## src/rtl/hs_multiport_regfile_pkg.sv

```systemverilog
// Shared types and slice helpers for the multiport handshake register file.
package hs_regfile_pkg;

    typedef enum logic {
        WR_IDLE  = 1'b0,
        WR_ACKED = 1'b1
    } wr_state_e;

    // LSB of element idx inside a flattened bus of width-bit elements.
    function automatic int unsigned slice_lsb(input int unsigned idx, input int unsigned width);
        return idx * width;
    endfunction

endpackage

```

## src/rtl/hs_multiport_regfile_wr_port_ctrl.sv

```systemverilog
// Four-phase req/ack controller for one write port; commit pulses on the accepting cycle.
module hs_wr_port_ctrl
    import hs_regfile_pkg::*;
(
    input  logic clk,
    input  logic rst_n,
    input  logic req,
    input  logic we,
    input  logic addr_ok,
    output logic ack,
    output logic commit
);

    wr_state_e state_q;
    wr_state_e state_d;

    always_ff @(posedge clk) begin
        if (!rst_n) begin
            state_q <= WR_IDLE;
        end else begin
            state_q <= state_d;
        end
    end

    // Commit is gated by reset so a write pending at a reset edge is neither stored nor bypassed.
    always_comb begin
        state_d = state_q;
        commit  = 1'b0;
        case (state_q)
            WR_IDLE: begin
                if (req) begin
                    state_d = WR_ACKED;
                    commit  = we && addr_ok && rst_n;
                end
            end
            WR_ACKED: begin
                if (!req) begin
                    state_d = WR_IDLE;
                end
            end
            default: state_d = WR_IDLE;
        endcase
    end

    assign ack = (state_q == WR_ACKED);

endmodule

```

## src/rtl/hs_multiport_regfile.sv

```systemverilog
// Register file with N four-phase write ports, M combinational read ports, priority and bypass.
module hs_multiport_regfile
    import hs_regfile_pkg::*;
#(
    parameter int DataWidth  = 16,
    parameter int NumRegs    = 16,
    parameter int AddrWidth  = $clog2(NumRegs),
    parameter int NumWrPorts = 2,
    parameter int NumRdPorts = 2,
    parameter int ZeroReg    = 1,
    parameter int Bypass     = 1
) (
    input  logic                             clk,
    input  logic                             rst_n,
    input  logic [NumWrPorts-1:0]            wr_req,
    output logic [NumWrPorts-1:0]            wr_ack,
    input  logic [NumWrPorts-1:0]            wr_we,
    input  logic [NumWrPorts*AddrWidth-1:0]  wr_addr,
    input  logic [NumWrPorts*DataWidth-1:0]  wr_data,
    input  logic [NumRdPorts*AddrWidth-1:0]  rd_addr,
    output logic [NumRdPorts*DataWidth-1:0]  rd_data
);

    logic [AddrWidth-1:0]  waddr [NumWrPorts];
    logic [DataWidth-1:0]  wdata [NumWrPorts];
    logic [NumWrPorts-1:0] addr_ok;
    logic [NumWrPorts-1:0] commit;
    logic [DataWidth-1:0]  regs  [NumRegs];

    function automatic logic in_range(input logic [AddrWidth-1:0] a);
        return 32'(a) < NumRegs;
    endfunction

    function automatic logic is_zero_reg(input logic [AddrWidth-1:0] a);
        return (ZeroReg != 0) && (a == '0);
    endfunction

    for (genvar k = 0; k < NumWrPorts; k++) begin : g_wr
        assign waddr[k]   = wr_addr[slice_lsb(k, AddrWidth) +: AddrWidth];
        assign wdata[k]   = wr_data[slice_lsb(k, DataWidth) +: DataWidth];
        assign addr_ok[k] = in_range(waddr[k]) && !is_zero_reg(waddr[k]);

        hs_wr_port_ctrl u_ctrl (
            .clk     (clk),
            .rst_n   (rst_n),
            .req     (wr_req[k]),
            .we      (wr_we[k]),
            .addr_ok (addr_ok[k]),
            .ack     (wr_ack[k]),
            .commit  (commit[k])
        );
    end

    // Ports are visited highest index first so the lowest-index writer lands last and wins.
    always_ff @(posedge clk) begin
        if (!rst_n) begin
            for (int i = 0; i < NumRegs; i++) begin
                regs[i] <= '0;
            end
        end else begin
            for (int k = NumWrPorts - 1; k >= 0; k--) begin
                if (commit[k]) begin
                    regs[waddr[k]] <= wdata[k];
                end
            end
        end
    end

    for (genvar j = 0; j < NumRdPorts; j++) begin : g_rd
        logic [AddrWidth-1:0] ra;
        logic [DataWidth-1:0] rd_val;

        assign ra = rd_addr[slice_lsb(j, AddrWidth) +: AddrWidth];

        // Commit already excludes register 0 and out-of-range targets, so bypass never overrides those.
        always_comb begin
            rd_val = '0;
            if (in_range(ra) && !is_zero_reg(ra)) begin
                rd_val = regs[ra];
            end
            if (Bypass != 0) begin
                for (int k = NumWrPorts - 1; k >= 0; k--) begin
                    if (commit[k] && (waddr[k] == ra)) begin
                        rd_val = wdata[k];
                    end
                end
            end
        end

        assign rd_data[slice_lsb(j, DataWidth) +: DataWidth] = rd_val;
    end

endmodule

```

## config.mk

```make
export PLATFORM = sky130hd
export DESIGN_NAME = hs_multiport_regfile
export DESIGN_NICKNAME = d
export VERILOG_FILES = /design/src/rtl/hs_multiport_regfile_pkg.sv /design/src/rtl/hs_multiport_regfile_wr_port_ctrl.sv /design/src/rtl/hs_multiport_regfile.sv
export SDC_FILE = /design/constraint.sdc
export NUM_CORES = 1
export LEC_CHECK = 0
export ABC_AREA = 0
export CAP_MARGIN = 0
export CORE_MARGIN = 2
export CORE_UTILIZATION = 59
export DETAILED_ROUTE_END_ITERATION = 6
export DONT_BUFFER_PORTS = 1
export GPL_TIMING_DRIVEN = 0
export PLACE_DENSITY = 0.77
export REMOVE_ABC_BUFFERS = 1
export SYNTH_ARGS = -nofsm -noshare
export SYNTH_HDL_FRONTEND = slang
export SYNTH_SLANG_ARGS = --single-unit
```

## constraint.sdc

```tcl
create_clock -name clk -period 2.5 [get_ports clk]
set_input_delay 0.375 -clock clk [delete_from_list [all_inputs] [get_ports clk]]
set_output_delay 0.375 -clock clk [all_outputs]
set_load 0.05 [all_outputs]
```

# Word-level counts from Yosys, hierarchy flattened
# Memories as Yosys holds them, arrays and structs flattened.
# Cells that the tools add are included.
# classes
addsub,0
mul,0
n_div,0
n_lt_le_gt_ge,0
eq_ne,4
n_shift,0
mux,25
n_bitwise,0
reduce_logical,16
# op_table
operator,n
two-way mux 16 bit,8
OR reduction 16 bit,2
== test 4 bit,4
zero test 4 bit,4
two-way mux 1 bit,15
logical AND 1 bit,8
two-way mux 4 bit,2
zero test 1 bit,2
# totals
ff_bits,2
latch_bits,0
ram_bits,256
rom_bits,0
in_bits,54
output_inout_bits,34
n_memories,1
# memory_table
name,words,width,read_ports,rd_ports_with_merged_regs,write_ports,line,text
regs,16,16,2,0,16,hs_multiport_regfile.sv:28,logic [DataWidth-1:0] regs [NumRegs];

# Longest topological paths before layout
# Gate-level depths: netlist (run 1).
# logic_depth
ltp_word,11
ltp_mapped,8
mapped_depth_nobuf,5

# Modules after synthesis
# From an unflattened synthesis (run 1), not the netlist that was laid out.
# hier_totals
hier_cells,1190
area_unflattened_um2,15836.4
# by_module_without_submodules
mod,instances,cells_each,area_per_inst_um2,seq_area_each_um2
hs_multiport_regfile,1,1182,15761.4,7687.4
hs_wr_port_ctrl,2,4,37.5,20.0

# Worst setup path before layout (run 1)
# No wires, ideal clock.
# synth_timing
kind,input -> output
from,input port rd_addr[6]
to,output port rd_data[29]
arrival_ns,2.529
slack_ns,-0.404
path_stages,7
n_path_buf,2
path_cell_list,buf_2 -> xor2_1 -> nor2_1 -> and4_1 -> clkbuf_1 -> or4_1 -> a31oi_1
# synth_between
elab_chain_len,4
elab_cells_between_ends,9
classes_between,eq/ne (2); mux (3); reduce/logical (3); memory (1)
# synth_rtl
item,line,text
"start, declared",hs_multiport_regfile.sv:20,"input logic [NumRdPorts*AddrWidth-1:0] rd_addr,"
"memory read (16 x 16 bit), or another cell as far along",--,
two-way mux 16 bit or logical AND 1 bit (tied branches),"hs_multiport_regfile.sv:78, hs_multiport_regfile.sv:83",
two-way mux 16 bit,hs_multiport_regfile.sv:83,if (commit[k] && (waddr[k] == ra)) begin
two-way mux 16 bit *,hs_multiport_regfile.sv:83,
"end, declared",hs_multiport_regfile.sv:21,output logic [NumRdPorts*DataWidth-1:0] rd_data
# Every way passes the cells marked *; elsewhere a longest branch is shown, timed or not.

# Worst setup path after layout (run 1)
# layout_timing
from,register g_wr[0].u_ctrl.state_q
to,output port rd_data[23]
# layout_between
elab_chain_len,3
# layout_rtl
item,line,text
"start, declared",hs_multiport_regfile_wr_port_ctrl.sv:14,wr_state_e state_q;
"start signal, assigned",hs_multiport_regfile_wr_port_ctrl.sv:21,state_q <= state_d;
two-way mux 1 bit,hs_multiport_regfile_wr_port_ctrl.sv:29,case (state_q)
logical AND 1 bit,hs_multiport_regfile.sv:83,
two-way mux 16 bit,hs_multiport_regfile.sv:83,
# No other way between the ends.

==> results by stage, run 1 <==
Status:
- The flow ran to the end, but the final reports show violations.
- The checks that failed: design-rule violations, negative hold slack, negative setup slack.

Clock tree:
- The deepest clock path buffer count is 3.
- After clock tree synthesis, the clock-pin slew on the worst setup and hold paths is about 0.060 ns.
- The clock tree from TritonCTS is built.
- The clock latency reported for the late side of the worst-skew pair is ~0.56 ns.
- The clock root buffer master is clkbuf_16.
- The H-tree depth reported by CTS is 1.
- The CTS buffer count is 28.
- CTS saw between 200 and 300 sinks.

Logic synthesis:
- The sequential fraction of the synthesis area is between 40% and 50%.
- The compound-cell area share of the yosys netlist is 10.85%.
- The synthesized netlist devotes about 14% of its cell area to simple gates.
- The library cell with the largest summed area after synthesis is edfxtp_1.
- The synthesized netlist devotes less than 1% of its cell area to XOR and XNOR gates.
- The share of flip-flops with an asynchronous set or reset is 0%.
- The number of warnings printed during yosys synthesis is 0.
- The most used flip-flop cell after synthesis is edfxtp_1.
- By area, the combinational part of the netlist is dominated by multiplexers.
- The count of distinct cell types in the synthesized netlist is between 40 and 50.
- The synthesized netlist occupies a cell area of between 15000 and 20000 sq um.
- The synthesized flop and latch total is 258.
- Counting every instance in the synthesized netlist gives 1385.
- The number of enable flip-flop cells after synthesis is approximately 260.
- Sorting the synthesized cells by area gives the leading types as edfxtp_1 47%, mux4_2 18%, a22o_1 6.9%.
- The share of synthesized area in the top cell type comes to around 47%.
- The mux contribution to synthesized area is 21.01%.
- The synthesized netlist devotes 0% of its cell area to adder and majority cells.
- A synthesized cell averages 11.69 sq um.

Worst setup path:
- The data required time of the worst path is between 2 and 2.5 ns.
- Counting both buffers and inverters, the worst setup path holds a total of 1.
- By startpoint and endpoint, the worst setup path is classified as reg2out.
- The largest stage delay on the critical path is roughly 0.71 ns.
- The critical path goes through nand3b_1, a211o_4, buf_6, or4_4, nor2_2, a31oi_4.
- Setup slack on the worst reg-to-reg path comes out at -0.03 ns.
- STA classifies the critical path startpoint as a register.
- The data arrival time of the worst path is approximately 2.7 ns.
- The slowest stage of the critical path belongs to the cell or4_4.
- STA classifies the critical path endpoint as a primary output.
- The critical path's top delay family is simple AND/OR/NAND/NOR gates.
- The highest fanout seen on the critical path is 8.

Route:
- The routed layout has 13182 vias.
- The first TritonRoute pass finished after 7 iterations.
- The wire length per cell after detailed routing is 33.23 um.
- Once detail routing completed, the nets flagged for antenna violations numbered 0.
- For this run, design rule violations remaining after detail routing come to 3.
- Wires add up to between 50 and 60 mm.
- The count of routing violations after the opening detailed-route iteration is ~2500.
- The routed via count divided by cell count is just under 8.

Cells and area:
- Across the whole layout, storage elements account for 7735 sq um.
- The net count of the finished layout is ~1400.
- The area added between synthesis and finish is 14.65%.
- The total inserted antenna cells is 0.
- Summing all multi-input logic gate instances after layout gives between 8000 and 9000 sq um.
- The final design utilization is between 60% and 70%.
- The finished cells cover ~19000 sq um.
- The number of cells in the finished layout apart from fillers is about 1700.
- The filler cell count is 1683.
- In the final layout, the share of cells above drive strength 1 is around a quarter.

Job:
- The number of max-capacitance violations reported is 0.

Placed design:
- During placement, the flow inserted port buffers numbering 0.
- At the end of routability-driven placement, the weighted congestion stood at slightly above 0.9.
- In this run the cell area measured after placement is around 16000 sq um.
- The cell count after placement is about 1600.
- After legalization and detailed placement, the total HPWL measured 30.24 mm.

STA:
- The final-report hold violation count came to 1.
- Static timing analysis puts the maximum clock frequency at around 320 MHz.
- Across all hold checks on the routed design, the worst slack comes to -0.002791 ns.
- The part of the cycle the worst path needs is 124.3%.
- The number of endpoints failing setup at the final stage is 48.
- Setup repair after global routing could not meet its margin everywhere.
- For the final database, setup skew stands at around 0.016 ns.
- The count of pins over their slew limit was 0.
- The least setup slack across all paths after layout is -0.6071 ns.
- Measured against its own limit, the worst slew margin works out to between 20% and 30%.
- Counting I/O delays and the setup requirement, the final critical path takes 3.107 ns.
- For the pin with the worst max-slew slack, the measured transition is between 1 and 1.5 ns.

Floorplan:
- The floorplan die area is approximately 29000 sq um.
- The number of top-level pins is slightly below 90.
- The starting utilization of the core area is about three fifths.
- The floorplan has 60 rows.
- In this run the vertical extent of the chip is ~170 um.
- The placeable core area is around 27000 sq um.
- The overall die width is 169.7 um.

Power and ir drop:
- Summed over all cells, the static leakage comes to about 6.8 nW.
- The power after layout is between 0.01 and 0.015 W.
- The worst ir drop on vdd is between 0.4 and 0.5 mV.
- The power per unit of standard cell area is roughly 570 nW/um^2.

GRT:
- Entering global routing, the biggest net connects 68 pins.
- The wire length of the first global-routing pass is between 70 and 80 mm.
- The number of antenna violations at the first check in global routing is 0.
- The via count of the first global-routing pass is roughly 13000.
- The global router's overall resource usage is a little under two fifths.
- The global route total overflow is 0.

Min path:
- The min-delay analysis places its worst path in the category in2reg.
==> cell families after synthesis <==
logic type	after synthesis
AO/OA/AOI/OAI	229
XOR/XNOR	16
buffers and inverters	197
flip-flops	258
multiplexers	179
other	1
AND/OR/NAND/NOR	505
==> cell usage in the layout (no fill, tap or decap), drive strengths merged, types with 11 or more instances in the layout <==
master and count:
edfxtp 256, nand2 282, a31oi 16, clkbuf 34, a22o 128, mux2 16
or3 13, nand3 99, nor2 65, a22oi 18, o221ai 16, conb 16
dlygate4sd3 13, mux4 127, o21ai 32, nand3b 11, inv 22, mux2i 36
buf 69, a21oi 17
==> per-stage QoR <==
| step | TNS (ns) | hold WS [ns] | worst slack (ns) |
|---|---|---|---|
| finish | -17.29 | -0.002791 | -0.6071 |
| global route | -18.10 | 0.004313 | -0.5969 |
| CTS | -31.51 | 0.0001217 | -0.5957 |
| detailed placement | -295.77 | 0.5089 | -1.244 |
| global placement | -401.03 | 0.5008 | -1.986 |
| floorplan | -57.95 | 0.4967 | -0.8037 |
==> metal layers <==
layer	global-route usage, %	vias to the layer above	part of all wire, %
met1	49.24	6352	32
li1	-	5176	-
met5	0	-	0
met2	60.25	1368	46
met3	9.771	286	16
met4	20.03	0	6.3
==> worst paths after layout <==
path / start / cells past startpoint / end
max: g_wr[0].u_ctrl.ack / 6 / rd_data[23]
min: wr_data[3] / 2 / regs[5][3]
max reg2reg: g_wr[0].u_ctrl.ack / 7 / regs[14][12]
min reg2reg: g_wr[1].u_ctrl.ack / 5 / regs[6][8]
==> final cells by class <==
cell class / count / area share [%]
clock buffers: 34 / 4.011
repair buffers: 82 / 4.928
flip-flops and latches: 258 / 41.67
multi-input cells: 947 / 45.74
inverters: 21 / 0.4247
well taps: 341 / 2.299
clock inverters: 15 / 0.9302
==> power by group <==
group          switching, W  internal, W
sequential        0.0000827      0.00490
combinational      0.000764     0.000561
clock               0.00174      0.00251
==> Yosys cell counts, drive strengths merged, types with 10 or more instances <==
master and n:
a21oi 17, a22o 128, a22oi 18, a31oi 16
buf 99, clkbuf 77, edfxtp 256, inv 21
mux2 16, mux2i 36, mux4 127, nand2 282
nand3 99, nand3b 11, nor2 65, nor3 10
o21ai 32, o221ai 16, or3 13
==> state kept, by name, summed over array words and instances (netlist names) <==
name / flops
regs: 256
g_wr.u_ctrl.ack: 2
==> what timing repair did <==
item,CTS,global route
resized for setup,104,51
setup buffers,44,17
hold buffers,12,1
endpoints found under the hold margin,15,1
endpoints found under the setup margin,487,210
pin swaps,22,17
gates cloned,1,1
No activity file was read; power rests on OpenSTA's default activity.
==> run 2, diff against run 1 <==
- ABC_AREA: 0 -> 1
==> run 2 against run 1 <==
Net effect: the flow finishes with violations (negative setup slack); critical path depth increased by 3; flip-flop and latch count unchanged; die area grew 7.5%; synthesized cell count is 76% higher; sequential share of layout area shrank 2.5 points.
==> results by stage, run 2 <==
Clock tree:
- The clock tree from TritonCTS is built.
- The root buffer cell chosen for the clock tree is clkbuf_16.
- The longest clock path from root to sink contains 3 buffers.
- In this run the number of H-tree levels came out at 1.
- Clock-pin slew was measured on the worst setup and hold paths at 0.06 ns.
- The tree built by TritonCTS fans out to 258 sinks.
- The clock latency reported for the late side of the worst-skew pair is between 0.5 and 0.6 ns.
- In this run, CTS created clock tree buffers numbering 28.

Worst setup path:
- The type of element capturing the critical path is a primary output.
- The worst setup path is launched from a register.
- The signal on the critical path passes through nor2_4, nand2_4, nor2_4, nand4_1, buf_6, buf_12, nand2_4, inv_4, a21oi_4.
- The setup path with the least slack is of type reg2out.
- The critical path's top delay family is simple AND/OR/NAND/NOR gates.
- The highest-delay cell along the critical path is dfxtp_4.
- STA puts the critical path data arrival time at 2.48 ns.
- The buffer and inverter count on the worst path is 3.
- The data required time of the worst path is between 2 and 2.5 ns.
- The largest stage delay on the critical path is just over 0.4 ns.
- The highest fanout seen on the critical path is 7.

Placed design:
- The cell count after placement is approximately 2700.
- The final RePlAce weighted congestion is 0.9834.
- The HPWL after detailed placement is around 38 mm.
- The placed instances occupy a cell area of between 15000 and 20000 sq um.
- The count of buffers inserted at the top-level ports is 0.

Cells and area:
- The multi-input combinational cell area is approximately 8300 sq um.
- In the layout the commonest cells are 770 x nand2_1, 402 x nand3_1, 343 x inv_1.
- The register with the most flip-flops in the layout has approximately 260 of them.
- The finished layout cell area is between 15000 and 20000 sq um.
- The count of cells in the finished layout, fillers not included, comes to 2779.
- The filler cell count is 2173.
- The fraction of final layout cells with drive strength greater than 1 is a little over a tenth.
- The repair_antennas step left the layout with diodes totalling 0.
- Registers take approximately 7700 sq um.
- The area added between synthesis and finish is 13.35%.
- The library cell used most frequently in the layout, excluding fill and tap cells, is nand2_1.
- At the end of the flow, the number of nets in the layout was 2428.
- Counting flops per register, the top entry is regs.

Logic synthesis:
- The share of flip-flops with an asynchronous set or reset is 0%.
- The share of the synthesized area in the top cell type is between 40 and 50%.
- Yosys printed 0 warnings.
- The average cell area after synthesis is 7.152 sq um.
- After synthesis the netlist holds a flip-flop and latch count of 258.
- The cell with the most instances after synthesis is nand2_1.
- The largest total area in the synthesized netlist belongs to edfxtp_1.
- By count the netlist is led by 794 x nand2_1, 407 x nand3_1, 357 x inv_1.
- Synthesis produced a netlist whose cell count is between 2000 and 2500.
- The synthesized design contains about 260 enable-type register cells.
- By area the synthesized netlist is led by edfxtp_1 44%, nand2_1 17%, nand3_1 12%.
- The netlist uses 30 different library cells.
- The sequential fraction of the synthesis area is 44.33%.
- For this run, the leading register cell type out of synthesis is edfxtp_1.
- The mapped netlist covers 17430 sq um.

Floorplan:
- The number of top-level pins is 88.
- The floorplan die area is slightly above 30000 sq um.
- The starting utilization of the core area is between 60% and 70%.
- In this run the standard cell core region covers approximately 29000 sq um.
- The die is 175.9 um wide.
- The number of placement rows is 62.
- The height of the die is 175.9 um.

Route:
- For this run, design rule violations remaining after detail routing come to 0.
- The final routed wirelength across all metal layers is roughly 69 mm.
- The wire length per cell after detailed routing is roughly 25 um.
- Across all layers, the routed design uses between 15000 and 20000 vias.
- The count of antenna-violating nets left after detailed routing is 0.
- The count of routing violations after the opening detailed-route iteration is approximately 4000.
- The routed via count divided by cell count is between 6 and 7.
- The first-pass iteration count of the detailed router is 7.

Status:
- The run finished, with violations left.
- The checks that failed: negative setup slack.

Job:
- The number of max-capacitance violations reported is 0.

GRT:
- For met3 alone, demand over resource in global routing was 14.70%.
- The number of antenna violations at the first check in global routing is 2.
- met2 is the most crowded layer.
- The met1 routing resource usage after global routing is 54.61%.
- The global router's overall resource usage is between 40% and 50%.
- Entering global routing, the biggest net connects 133 pins.
- In the global route stage, met2 resource usage came out at around 63%.
- The wire length of the first global-routing pass is roughly 100 mm.
- The via count of the first global-routing pass is about 17000.
- Summed over all layers, the global routing overflow is 0.

STA:
- After layout, the worst path uses 114.4% of the clock period.
- After layout, the worst setup slack is -0.3591 ns.
- Adding up every negative setup slack in the final design gives -10.38 ns.
- Between clock sinks in the finished design, the worst skew comes to 0.009901 ns.
- Setup violations remaining at the end of the flow were counted as 48.
- Setup repair after global routing could not meet its margin everywhere.
- The count of pins over their slew limit is 0.
- The fmax is ~350 MHz.
- The final-report hold violation count was 0.
- The worst path in the final design needs a cycle of approximately 2.9 ns, including I/O delays and setup.
- In this run the tightest slew margin relative to its limit is between 20 and 30%.
- At the pin with the least slew margin, the transition time is roughly 1.1 ns.

Power and ir drop:
- Dividing total power by cell area gives a power density of about 570 nW/um^2.
- In this run the static leakage power is roughly 9.0 nW.
- IR analysis of the VDD net gives a maximum drop of slightly above 0.5 mV.
- The design draws around 0.011 W.

Min path:
- The worst hold path class is in2reg.
## run 2: changes by cell type after synthesis, sizes merged, moves of 18 or more
cell	delta
clkbuf	+21
inv	+346
o22ai	+207
nand3	+317
mux4	-127
a22oi	-18
mux2i	-36
nor2	+31
nand2	+518
a22o	-128
## run 2: repair_timing
action	in CTS	in global routing
hold buffers	2	0
cloned	4	1
endpoints found under the setup margin	435	331
endpoints found under the hold margin	2	0
resized for setup	147	42
pin swaps	40	31
setup buffers	28	10
## run 2: path summary, 6_finish.rpt
path	from	to	slack, ns	depth (start not counted)
worst max-delay path	g_wr[0].u_ctrl.ack	rd_data[6]	-0.36	9
worst max register to register	g_wr[0].u_ctrl.ack	regs[9][0]	-0.09	6
worst min-delay path	wr_data[30]	regs[12][14]	0.02	2
worst min register to register	g_wr[1].u_ctrl.ack	regs[8][13]	1.19	6
## run 2: metal layers
metal | share of wire [%] | wire length, um | vias to the layer above
met5 | 0.049 | 34 | -
met4 | 8.2 | 5658 | 4
met3 | 18 | 12310 | 503
met2 | 42 | 28820 | 1902
met1 | 32 | 22220 | 8356
li1 | - | - | 7885
## run 2: report_power, final
group / leakage [nW] / total, W / internal [W] / switching, W
Combinational: 5.77 / 0.00194 / 0.000523 / 0.00141
Sequential: 2.75 / 0.00494 / 0.00489 / 0.0000461
Clock: 0.456 / 0.00435 / 0.00251 / 0.00184
Total: 8.97 / 0.0112 / 0.00793 / 0.00330
## run 2: stage by stage
| stage | util, % | hold WS (ns) | setup slack, ns |
|---|---|---|---|
| after floorplan | - | 0.4869 | -0.8572 |
| after global placement | 59.28 | 0.4961 | -2.731 |
| after detailed placement | 60.68 | 0.5020 | -1.105 |
| after CTS | 67.24 | 0.03069 | -0.1638 |
| after global routing | 68.28 | 0.02591 | -0.3718 |
| final | 68.28 | 0.02075 | -0.3591 |
## run 2: cells by family after synthesis
group	Yosys count	share of synthesized area (%)
xor+xnor	14	0.7035
simple gates	1325	32.46
buf+inv	554	12.61
flops	258	44.33
other cells	1	0.02151
compound gates	285	9.870
## run 2: worst register-to-register path: stages, from the launching register on
cell,delay [ns]
dfxtp_4,0.41
nor2_4,0.11
nand2_4,0.09
clkinv_2,0.32
nand3_2,0.59
o211ai_1,0.50
buf_4,0.27
## run 2: area by class of cell
type / count / share of cell area (%)
Tap cell: 384 / 2.432
Timing Repair Buffer: 74 / 4.243
Sequential cell: 258 / 39.15
Multi-Input combinational cell: 1640 / 42.06
Clock buffer: 31 / 3.711
Inverter: 369 / 7.276
Clock inverter: 20 / 1.020
Timing Repair inverter: 3 / 0.1077
